### src/rtl/shift_arb_pkg.sv
`default_nettype none
// +------------------------------------------------------------------+
// | Module : shift_arb_pkg                                           |
// | Desc   : Shared types for the shift/rotate arbiter: op encoding  |
// |          and the bit positions of the {rotate,right} op field.   |
// | Rev    : 1.0  initial release                                    |
// +------------------------------------------------------------------+
package shift_arb_pkg;

    // Op field is {rotate, right}
    typedef enum logic [1:0] {
        OP_SL = 2'b00,
        OP_SR = 2'b01,
        OP_RL = 2'b10,
        OP_RR = 2'b11
    } shift_op_t;

    localparam int c_OP_BIT_RIGHT = 0;
    localparam int c_OP_BIT_ROT   = 1;

endpackage
`default_nettype wire

### src/rtl/shift_arb_shift_unit.sv
`default_nettype none
// +------------------------------------------------------------------+
// | Module : shift_arb_shift_unit                                    |
// | Desc   : Combinational shift/rotate datapath. Logical shifts by  |
// |          DATA or more return zero; rotates use shamt mod DATA.   |
// | Rev    : 1.0  initial release                                    |
// +------------------------------------------------------------------+
module shift_arb_shift_unit
    import shift_arb_pkg::*;
#(
    parameter int DATA  = 8,
    parameter int SHAMT = 3
) (
    input  logic [DATA-1:0]  data,
    input  logic [SHAMT-1:0] shamt,
    input  shift_op_t        op,
    output logic [DATA-1:0]  result
);

    localparam int c_AW = $clog2(DATA);

    logic [c_AW-1:0]   w_rot_amt;
    logic [c_AW-1:0]   w_amt;
    logic [2*DATA-1:0] w_dbl;
    logic [DATA-1:0]   w_rot;
    logic              w_oversize;

    // Rotate amount is shamt mod DATA; DATA is a power of two so this is a
    // truncation (or zero-extension when shamt is narrower).
    generate
        if (SHAMT >= c_AW) begin : g_rot_trunc
            assign w_rot_amt = shamt[c_AW-1:0];
        end else begin : g_rot_ext
            assign w_rot_amt = {{(c_AW-SHAMT){1'b0}}, shamt};
        end
    endgenerate

    assign w_oversize = (32'(shamt) >= 32'(DATA));

    // A left rotate by r is a right rotate by (-r mod DATA); both are taken
    // from the low half of the doubled operand, so a zero amount returns data
    // without ever forming a DATA-wide shift.
    assign w_amt = op[c_OP_BIT_RIGHT] ? w_rot_amt : (c_AW'(0) - w_rot_amt);
    assign w_dbl = {data, data};
    assign w_rot = DATA'(w_dbl >> w_amt);

    // Select the result for the requested op
    always_comb begin
        result = '0;
        case (op)
            OP_SL:   result = w_oversize ? '0 : (data << shamt);
            OP_SR:   result = w_oversize ? '0 : (data >> shamt);
            OP_RL,
            OP_RR:   result = op[c_OP_BIT_ROT] ? w_rot : '0;
            default: result = '0;
        endcase
    end

endmodule
`default_nettype wire

### src/rtl/shift_arb.sv
`default_nettype none
// +------------------------------------------------------------------+
// | Module : shift_arb                                               |
// | Desc   : Round-robin arbiter sharing one shift/rotate unit among |
// |          REQ requesters; responses are tagged with requester id. |
// |          Define SHIFT_ARB_PIPE_EN for a two-stage (latency 2)    |
// |          build; default is a single output register (latency 1).|
// | Rev    : 1.0  initial release                                    |
// +------------------------------------------------------------------+
module shift_arb
    import shift_arb_pkg::*;
#(
    parameter int  REQ   = 4,
    parameter int  DATA  = 8,
    parameter int  SHAMT = 3,
    localparam int IDW   = $clog2(REQ)
) (
    input  logic                  clk,
    input  logic                  reset_,
    input  logic [REQ-1:0]        req_valid,
    output logic [REQ-1:0]        req_ready,
    input  logic [REQ*DATA-1:0]   req_data,
    input  logic [REQ*SHAMT-1:0]  req_shamt,
    input  logic [REQ*2-1:0]      req_op,
    output logic                  resp_valid,
    input  logic                  resp_ready,
    output logic [IDW-1:0]        resp_id,
    output logic [DATA-1:0]       resp_data
);

    logic [IDW-1:0]   r_ptr;
    logic [REQ-1:0]   w_mask;
    logic [REQ-1:0]   w_hi;
    logic [REQ-1:0]   w_pick;
    logic [REQ-1:0]   w_grant;
    logic [IDW-1:0]   w_gidx;
    logic             w_free;
    logic             w_xfer;

    logic [DATA-1:0]  w_sel_data;
    logic [SHAMT-1:0] w_sel_shamt;
    shift_op_t        w_sel_op;

    logic [DATA-1:0]  w_su_data;
    logic [SHAMT-1:0] w_su_shamt;
    shift_op_t        w_su_op;
    logic [DATA-1:0]  w_result;

    logic             r_resp_valid;
    logic [IDW-1:0]   r_resp_id;
    logic [DATA-1:0]  r_resp_data;

    // Mask keeps requesters at or above the round-robin pointer
    always_comb begin
        w_mask = '0;
        for (int i = 0; i < REQ; i++) begin
            w_mask[i] = (i >= int'(r_ptr));
        end
    end

    // Search the masked set first; fall back to the full set to wrap around
    assign w_hi    = req_valid & w_mask;
    assign w_pick  = (|w_hi) ? w_hi : req_valid;
    assign w_grant = w_pick & (~w_pick + REQ'(1));

    // Encode the one-hot grant into an index
    always_comb begin
        w_gidx = '0;
        for (int i = 0; i < REQ; i++) begin
            if (w_grant[i]) begin
                w_gidx = IDW'(i);
            end
        end
    end

    assign req_ready = w_grant & {REQ{w_free}};
    assign w_xfer    = |req_ready;

    assign w_sel_data  = req_data[w_gidx*DATA +: DATA];
    assign w_sel_shamt = req_shamt[w_gidx*SHAMT +: SHAMT];
    assign w_sel_op    = shift_op_t'(req_op[w_gidx*2 +: 2]);

    // Pointer moves past the granted requester only on a transfer
    always_ff @(posedge clk or negedge reset_) begin
        if (!reset_) begin
            r_ptr <= '0;
        end else if (w_xfer) begin
            r_ptr <= (w_gidx == IDW'(REQ-1)) ? '0 : (w_gidx + IDW'(1));
        end
    end

`ifdef SHIFT_ARB_PIPE_EN
    logic             r_s1_valid;
    logic [IDW-1:0]   r_s1_id;
    logic [DATA-1:0]  r_s1_data;
    logic [SHAMT-1:0] r_s1_shamt;
    shift_op_t        r_s1_op;
    logic             w_s2_free;

    // Stage 1 advances whenever stage 2 is empty or draining
    assign w_s2_free  = !r_resp_valid || resp_ready;
    assign w_free     = !r_s1_valid || w_s2_free;

    assign w_su_data  = r_s1_data;
    assign w_su_shamt = r_s1_shamt;
    assign w_su_op    = r_s1_op;

    // Stage 1 captures the granted operand
    always_ff @(posedge clk or negedge reset_) begin
        if (!reset_) begin
            r_s1_valid <= 1'b0;
            r_s1_id    <= '0;
            r_s1_data  <= '0;
            r_s1_shamt <= '0;
            r_s1_op    <= OP_SL;
        end else if (w_free) begin
            r_s1_valid <= w_xfer;
            if (w_xfer) begin
                r_s1_id    <= w_gidx;
                r_s1_data  <= w_sel_data;
                r_s1_shamt <= w_sel_shamt;
                r_s1_op    <= w_sel_op;
            end
        end
    end

    // Stage 2 registers the shift result for the response port
    always_ff @(posedge clk or negedge reset_) begin
        if (!reset_) begin
            r_resp_valid <= 1'b0;
            r_resp_id    <= '0;
            r_resp_data  <= '0;
        end else if (w_s2_free) begin
            r_resp_valid <= r_s1_valid;
            if (r_s1_valid) begin
                r_resp_id   <= r_s1_id;
                r_resp_data <= w_result;
            end
        end
    end
`else
    assign w_free     = !r_resp_valid || resp_ready;

    assign w_su_data  = w_sel_data;
    assign w_su_shamt = w_sel_shamt;
    assign w_su_op    = w_sel_op;

    // Single output register: load on transfer, clear once consumed
    always_ff @(posedge clk or negedge reset_) begin
        if (!reset_) begin
            r_resp_valid <= 1'b0;
            r_resp_id    <= '0;
            r_resp_data  <= '0;
        end else if (w_xfer) begin
            r_resp_valid <= 1'b1;
            r_resp_id    <= w_gidx;
            r_resp_data  <= w_result;
        end else if (resp_ready) begin
            r_resp_valid <= 1'b0;
        end
    end
`endif

    shift_arb_shift_unit #(
        .DATA  (DATA),
        .SHAMT (SHAMT)
    ) u_shift_unit (
        .data   (w_su_data),
        .shamt  (w_su_shamt),
        .op     (w_su_op),
        .result (w_result)
    );

    assign resp_valid = r_resp_valid;
    assign resp_id    = r_resp_id;
    assign resp_data  = r_resp_data;

endmodule
`default_nettype wire

### config.mk
export PLATFORM = sky130hd
export DESIGN_NAME = shift_arb
export DESIGN_NICKNAME = d
export VERILOG_FILES = /design/src/rtl/shift_arb_pkg.sv /design/src/rtl/shift_arb_shift_unit.sv /design/src/rtl/shift_arb.sv
export SDC_FILE = /design/constraint.sdc
export NUM_CORES = 1
export LEC_CHECK = 0
export ABC_CLOCK_PERIOD_IN_PS = 3100
export BUFFER_PORTS_ARGS = -buffer_cell sky130_fd_sc_hd__buf_2
export CAP_MARGIN = 30
export CORE_AREA = 2 2 83 65
export CTS_BUF_LIST = sky130_fd_sc_hd__clkbuf_4 sky130_fd_sc_hd__clkbuf_8
export DETAILED_ROUTE_END_ITERATION = 8
export DIE_AREA = 0 0 85 67
export GPL_ROUTABILITY_DRIVEN = 0
export GPL_TIMING_DRIVEN = 0
export HOLD_SLACK_MARGIN = 0.1
export PLACE_DENSITY = 0.63
export SYNTH_ARGS = -nofsm -noshare
export SYNTH_HDL_FRONTEND = slang
export SYNTH_SLANG_ARGS = --single-unit
### constraint.sdc
create_clock -name clk -period 3.1 [get_ports clk]
set_input_delay 0.155 -clock clk [delete_from_list [all_inputs] [get_ports clk]]
set_output_delay 0.155 -clock clk [all_outputs]
set_load 0.01 [all_outputs]
==> flow_summary.toml <==
[status]
outcome = "finished clean"

[timing]
fmax_mhz = 338
hold_violations = 0
setup_viol = 0
slew_viol_final = 0
post-route-min-period_ns = 2.96
fin_skew_ns = 0.00175
period_share_pct = 95.5
max-slew-margin-rel_pct = 66.5
holdWs_ns = 0.214
worstMarginPinSlew_ns = 0.502

[routing]
antenna_left = 0
wl_per_cell_um = 14.4
drt_pre_antenna_iters = 4
drt_first_iter_violations = 82
via_count = 1973
via_per_inst = 5.48
drc = 0
routed_wirelength_mm = 5.20

[logic_synthesis]
synth_adder_area_share_pct = 0
synthTopCellsByArea = "mux2i_1, dfrtp_1, mux2_2"
async_reset_ff_share_pct = 100
syn_avg_cell_area_um2 = 8.82
synth_commonest_cells = "mux2i_1, nor2_1, nand2_1"
synth_most_common_cell = "mux2i_1"
syn_area_um2 = 1890
synth_seq_area_share_pct = 17.2
synth_top_family_by_area = "multiplexers"
synth-xor-area-share_pct = 2.92
synth_area_leader_cell = "mux2i_1"
synth-compound-area-share_pct = 15.7
yosys.area_share.simple_pct = 16.2
synth_cells = 214
ys.flop_type = "dfrtp_1"
synth_top_area_share_pct = 26.5
synth_cell_types = 38
synth-seq-cells = 13
syn_nets = 273
synth_mux_area_share_pct = 42.8
synth_edf_count = 0
synth-warning-count = 0

[worst_setup_path]
arrival_ns = 3.08
path_class = "register to register"
worst-r2r-cell-count = 13
critPathLaunchType = "register"
worstPathMaxFanout = 8
path_cells = "buf_6 > mux2i_1 > nor2_1 > a311oi_2 > buf_4 > mux2i_1 > mux2_4 > buf_6 > nor2b_2 > or2_1 > mux4_2 > nand2_2 > a21oi_1"
cp_num_buf_inv = 3
cp-end-kind = "register"
path_delay_family = "multiplexers"
cp.required_ns = 3.22
max_stage_delay_ns = 0.47
crit_slowest_cell = "mux4_2"
path_depth = 13

[power]
p_sw_mw = 0.821
pwr-share-clk_pct = 8.5
comb_power_share_pct = 77.2
sequentialPowerShare_pct = 14.3
p_leak_nw = 1.25
ir_drop_v = 0.000412
p_int_mw = 1.10
power_density_nw_per_um2 = 729
switching_share_pct = 42.8

[final_layout]
fin_nets = 360
utilization_pct = 54.6
diodes = 0
instances_no_fill = 360
final_area_um2 = 2630
area_growth_pct = 39.5
drive_gt1_share_pct = 46.7
fillers = 484

[floorplan]
coreArea_um2 = 4820
rows = 22
die_w_um = 85
die_area_um2 = 5700
pin_count = 74
die_h_um = 67
start_util_pct = 39.2

[grt]
gr-usage-all-layers_pct = 18.5
antenna_found_initial = 0
grt_max_degree = 14
grt_pass1_vias = 1823
grt_overflow = 0
grt_first_pass_wirelength_mm = 8.56

[cts]
root_buffer = "clkbuf_8"
cts_made_buffers = 3
path_clk_slew_ns = 0.06
cts_htree_levels = 1
clockBufferDepth = 2
cts_sinks = 13
clk_latency_ns = 0.25
cts_tree = "done"

[place]
dpl-instance-area_um2 = 2320
placed_cells = 346
numPortBuffers = 72
hpwl_mm = 3.97

[hold_path]
hold_depth = 3
hold_path.class = "input pin to register"

[job]
drv_cap = 0
state kept, by name (all words and copies together), names as in the netlist:
signal / count
resp_data: 8
resp_valid: 1
r_ptr: 2
resp_id: 2
repair_timing:
item                                    CTS  global route
cloned                                    0             1
endpoints found under the hold margin    13             0
gates resized for setup                   6            37
buffers inserted                          0             9
pin swaps                                 0             4
endpoints found under the setup margin    5             8
hold buffers                              1             0
worst register-to-register path, delay by kind of cell, from the launching register on:
| family | cells | cell delay (ns) |
|---|---|---|
| flops | 1 | 0.37 |
| mux | 4 | 1.04 |
| simple gates | 4 | 0.61 |
| compound gates | 2 | 0.33 |
| buf+inv | 3 | 0.49 |
layout make-up:
type	count	area [um^2]	share of cell area, %
multi-input cells	185	1600	60.6
repair buffers	83	465	17.7
clock buffers	4	48.8	1.85
plain buffers	12	111	4.23
flip-flops and latches	13	325	12.4
well taps	60	75.1	2.85
inverters	3	11.3	0.428
cell families (layout without fill, tap and decap cells):
group | Yosys count | in the layout
muxes | 71 | 71
and+or+nand+nor | 68 | 68
DFF | 13 | 13
buffers and inverters | 16 | 102
AOI/OAI and AO/OA | 44 | 44
xor gates and xnor gates | 2 | 2
through the flow:
step	setup WS [ns]	power [mW]	TNS, ns
floorplan	0.302	1.20	0
CTS	0.00256	1.67	0
detailed placement	-0.170	1.48	-0.246
finish	0.140	1.92	0
global placement	-0.183	1.47	-0.248
global route	-0.0713	2.07	-0.293
placed cells by master (no fill, tap or decap), types with 8 or more instances in the layout:
cell	count
a21oi_1	10
buf_2	73
buf_4	8
dfrtp_1	13
mux2_2	10
mux2i_1	39
nand2_1	19
nor2_1	27
o21ai_0	10
power groups by stage:
stage	Sequential, mW	Combinational [mW]	Clock (mW)
final	0.274	1.48	0.163
after global routing	0.284	1.61	0.177
after CTS	0.274	1.23	0.167
after detailed placement	0.276	1.20	0
after global placement	0.274	1.19	0
after floorplan	0.304	0.897	0
per-layer routing:
layer / track usage (%) / share of wire, % / vias to the layer above
met3: 3.59 / 4.8 / 6
met5: 0 / 0 / -
met4: 1.79 / 1.1 / 0
li1: - / - / 978
met2: 31.1 / 46 / 52
met1: 25.6 / 48 / 937
worst paths after layout:
check	from	slack (ns)	end
setup / recovery	r_ptr[1]	0.14	resp_data[3]
hold / removal	req_valid[3]	0.21	resp_valid
setup reg to reg	r_ptr[1]	0.14	resp_data[3]
hold reg to reg	resp_id[0]	0.47	resp_id[0]
max in group asynchronous	reset_	2.53	resp_data[0]
min in group asynchronous	reset_	0.34	resp_valid
Power figures use the tool's default switching activity.
